## config.mk

```make
export PLATFORM = sky130hd
export DESIGN_NAME = dict_decompressor
export DESIGN_NICKNAME = d
export VERILOG_FILES = /design/src/rtl/dict_decompressor.sv
export SDC_FILE = /design/constraint.sdc
export NUM_CORES = 1
export LEC_CHECK = 0
export CAP_MARGIN = 20
export CORE_MARGIN = 4
export CORE_UTILIZATION = 35
export DETAILED_ROUTE_END_ITERATION = 12
export PLACE_DENSITY = 0.69
export SYNTH_ARGS = -nofsm -noshare
export SYNTH_HDL_FRONTEND = slang
export SYNTH_SLANG_ARGS = --single-unit
```

## constraint.sdc

```tcl
create_clock -name clk -period 1.5 [get_ports clk]
set_input_delay 0.3 -clock clk [delete_from_list [all_inputs] [get_ports clk]]
set_output_delay 0.3 -clock clk [all_outputs]
set_load 0.1 [all_outputs]
```

## src/rtl/dict_decompressor.sv

```systemverilog
// Loads the dictionary (LOAD), then expands tokens via a dictionary lookup or as literals (RUN). Latency 1 cycle.
// A single output register gives full rate with a valid/ready handshake; tok_ready stays low while a held word is stalled.
module dict_decompressor #(
  parameter int KEY_WIDTH = 4,
  parameter int VAL_WIDTH = 8,
  parameter int CNT_WIDTH = 16
) (
  input  logic                 clk,
  input  logic                 rst_n,
  input  logic                 ld_valid,
  input  logic [VAL_WIDTH-1:0] ld_data,
  output logic                 dict_we,
  output logic [VAL_WIDTH-1:0] dict_wval,
  output logic [KEY_WIDTH-1:0] dict_key,
  input  logic [VAL_WIDTH-1:0] dict_val,
  output logic                 dict_ready,
  input  logic                 tok_valid,
  output logic                 tok_ready,
  input  logic                 tok_cmp,
  input  logic [VAL_WIDTH-1:0] tok_data,
  output logic                 out_valid,
  input  logic                 out_ready,
  output logic [VAL_WIDTH-1:0] out_data,
  output logic                 out_was_cmp,
  output logic [CNT_WIDTH-1:0] n_cmp,
  output logic [CNT_WIDTH-1:0] n_lit
);

  typedef enum logic {LOAD, RUN} state_t;

  localparam logic [KEY_WIDTH-1:0] LAST_ENTRY = '1;

  state_t               state;
  logic [KEY_WIDTH-1:0] ld_cnt;
  logic                 tok_acc;

  // Gating with rst_n drops write enable during reset, which restarts the dictionary's write index.
  assign dict_we    = rst_n && (state == LOAD) && ld_valid;
  assign dict_wval  = ld_data;
  assign dict_key   = tok_data[KEY_WIDTH-1:0];
  assign dict_ready = (state == RUN);
  assign tok_ready  = (state == RUN) && (!out_valid || out_ready);
  assign tok_acc    = tok_valid && tok_ready;

  always_ff @(posedge clk or negedge rst_n) begin
    if (!rst_n) begin
      state       <= LOAD;
      ld_cnt      <= '0;
      out_valid   <= 1'b0;
      out_data    <= '0;
      out_was_cmp <= 1'b0;
      n_cmp       <= '0;
      n_lit       <= '0;
    end else begin
      case (state)
        LOAD: begin
          if (ld_valid) begin
            if (ld_cnt == LAST_ENTRY) begin
              state  <= RUN;
              ld_cnt <= '0;
            end else begin
              ld_cnt <= ld_cnt + 1'b1;
            end
          end else begin
            // A gap aborts a partial load; upstream resends from entry 0.
            ld_cnt <= '0;
          end
        end
        RUN: begin
          if (tok_acc) begin
            out_valid   <= 1'b1;
            out_data    <= tok_cmp ? dict_val : tok_data;
            out_was_cmp <= tok_cmp;
            if (tok_cmp) begin
              if (n_cmp != '1) n_cmp <= n_cmp + 1'b1;
            end else begin
              if (n_lit != '1) n_lit <= n_lit + 1'b1;
            end
          end else if (out_ready) begin
            out_valid <= 1'b0;
          end
        end
        default: state <= LOAD;
      endcase
    end
  end

endmodule

```

==> metrics.md <==
| Metric | Value |
|---|---|
| Outcome | complete, but fails checks |
| Failing checks | setup timing |
| Reg2reg start | out_valid$_DFFE_PN0P_ |
| Reg2Reg Depth | 5 |
| Final Skew | 8.28 ps |
| Critical path peak fanout | 5 |
| Hold_ws | 36.7 ps |
| Number of synthesized register bits | 47 |
| Final ANT Viol Nets | 0 |
| CTS buffer count | 5 |
| Cell with the most instances after synthesis | dfrtp_1 |
| Synth Cell Area | 2320 um2 |
| TritonCTS clock tree | done |
| Starting density of the core | 0.363 |
| Chip Height | 89.4 um |
| FF-to-FF setup slack | -240 ps |
| Clk Tree Root Cell | clkbuf_8 |
| Rows | 29 |
| Final #Nets | 379 |
| Dpl ws | -502 ps |
| Area fraction of the dominant cell type after synthesis | 0.507 |
| Async SR Flop Fraction | 1.00 |
| H-tree Lvls | 2 |
| Buf+Inv Stages, Crit Path | 0 |
| Leak pwr | 0.00203 uW |
| Gr usage total | 0.167 |
| Net count after synthesis | 251 |
| Initial antenna violation count | 0 |
| Crit-path cells | or2b_4 > nand2_4 > or4_4 > nor3_4 > xor2_1 |
| Area growth syn-to-layout | 94.7% |
| Cell Pwr Density | 507 nW/um2 |
| Routed vias/inst | 4.83 |
| Hold Path Class | in2async |
| Largest net degree at the start of global routing | 48 |
| Floorplan Core Area | 6390 um2 |
| Worst vdd ir | 435 uV |
| Max Root-Sink Buffers | 2 |
| Top delay family on crit path | simple AND/OR/NAND/NOR gates |
| Final Cycle Share | 1.16 |
| Die Width | 89.4 um |
| Crit start category | flop |
| Worst R2R End | n_lit[14]$_DFFE_PN0P_ |
| Dpl cell area | 4090 um2 |
| Post-synth EDFFs | 0 |
| Final Routed Wirelength | 6300 um |
| Total grt overflow | 0 |
| Crit end category | flop |
| Residual DRC | 0 |
| Worst rel slew slack | 0.768 |
| Synth cell types | 35 |
| RSZ-0062 raised after global routing | yes |
| Min Tclk post-route | 1740 ps |
| YS warnings | 0 |
| Final WS setup | -239 ps |
| Final Power | 2290 uW |
| Average size of a mapped cell | 10.6 um2 |
| Max Cap Violations | 0 |
| Main synth FF type | dfrtp_1 |
| PortBufs | 70 |
| Layout cells sized above 1 | 0.585 |
| Final setup viols | 34 |
| Hold Vio Cnt, Final | 0 |
| Synth top cells by count | dfrtp_1, nand2_1, xnor2_1 |
| Setup TNS | -3970 ps |
| Area contributors post-synth | dfrtp_1, xnor2_1, nand2_1 |
| CP Data Arrival Time | 1960 ps |
| Worst path slowest cell | or4_4 |
| First-pass GRT wire length | 10100 um |
| Vias | 2048 |
| Synth Instances | 218 |
| CTS clk-pin slew, worst paths | 90 ps |
| Class of the most critical setup path | reg2reg |
| Fillers | 424 |
| Number of diodes | 0 |
| Clock latency on the worst-skew pair | 300 ps |
| Design area | 4520 um2 |
| WP data required | 1730 ps |
| Gpl congestion | 0.774 |
| Number of DRC markers in iteration 0 | 56 |
| Slew Viols, Final | 0 |
| Synth area leader | dfrtp_1 |
| Highest clock rate | 575 MHz |
| HPWL after detailed placement | 4680 um |
| Pre-Repair DR Iteration Count | 4 |
| Clock sink total | 47 |
| Number of I/O pins | 87 |
| DR WL/cell | 14.8 um |
| Die ar. | 7990 um2 |
| Max stage delay on crit path | 580 ps |
| Number of global-route vias before repair | 2089 |
| Hold_buf cts | 0 |
| Sequential-to-total area share from yosys stat | 0.507 |
| Measured slew at the worst slew-check pin | 345 ps |
## what timing repair did
item,4_1_cts,5_1_grt
gates resized for setup,31,22
setup endpoints to repair,31,36
pin swaps,30,16
buffers inserted,8,8
## flip-flops by register name (all words and copies together) (netlist names)
signal,count
out_valid,1
dict_ready,1
out_data,8
n_lit,16
ld_cnt,4
out_was_cmp,1
n_cmp,16
## how the worst max path moves through the flow
stage,from,to,slack (ps),cells after the start
after CTS,dict_ready$_DFF_PN0_,dict_we,-230,4
final,out_valid$_DFFE_PN0P_,n_lit[14]$_DFFE_PN0P_,-240,5
after detailed placement,tok_valid,n_cmp[15]$_DFFE_PN0P_,-500,6
after floorplan,dict_ready$_DFF_PN0_,n_lit[12]$_DFFE_PN0P_,-460,7
after global placement,tok_valid,n_cmp[15]$_DFFE_PN0P_,-430,6
after global routing,out_valid$_DFFE_PN0P_,n_lit[6]$_DFFE_PN0P_,-300,5
## worst reg2reg max path, stage by stage (launching register included)
cell	delay, ps
dfrtp_4	470
or2b_4	250
nand2_4	80
or4_4	580
nor3_4	140
xor2_1	150
## cell type report
| type | count | area, um2 | share of cell area |
|---|---|---|---|
| clock inverters | 3 | 15.0 | 0.00332 |
| well taps | 77 | 96.3 | 0.0213 |
| clock buffers | 5 | 68.8 | 0.0152 |
| flip-flops and latches | 47 | 1280 | 0.283 |
| repair buffers | 137 | 1760 | 0.389 |
| multi-input cells | 155 | 1300 | 0.288 |
## layer usage
layer	share of wire	GRT usage
met5	0	0
met4	0.010	0.0474
met3	0.063	0.0581
met2	0.54	0.283
met1	0.38	0.203
## where the power goes
group,total (uW),internal [uW],switching [uW]
Combinational,261,118,143
Clock,743,320,424
Sequential,1280,1270,10.2
## layout by cell type, fill, tap and decap left out, types with 11 or more instances in the layout
master / synthesis / final
buf_4: 12 / 51
dfrtp_4: 0 / 24
xnor2_1: 15 / 14
buf_6: 2 / 15
o21ai_0: 14 / 11
nand2_1: 33 / 30
xor2_1: 14 / 14
dfrtp_1: 47 / 13
nand4_1: 12 / 12
clkdlybuf4s50_1: 0 / 20
buf_12: 0 / 50
## cell families after synthesis
logic type | after synthesis | share of synthesized area
and+or+nand+nor | 92 | 0.218
DFF | 47 | 0.507
xor gates and xnor gates | 29 | 0.109
AOI/OAI and AO/OA | 21 | 0.0529
buffers and inverters | 16 | 0.0523
muxes | 10 | 0.0442
adders and majority gates | 3 | 0.0162
## per-stage QoR
step,util,std cells
2_1_floorplan,-,218
6_report,0.707,424
5_1_grt,0.707,424
3_3_place_gp,0.640,401
3_5_place_dp,0.640,401
4_1_cts,0.686,417
No activity file was read; power rests on OpenSTA's default activity.
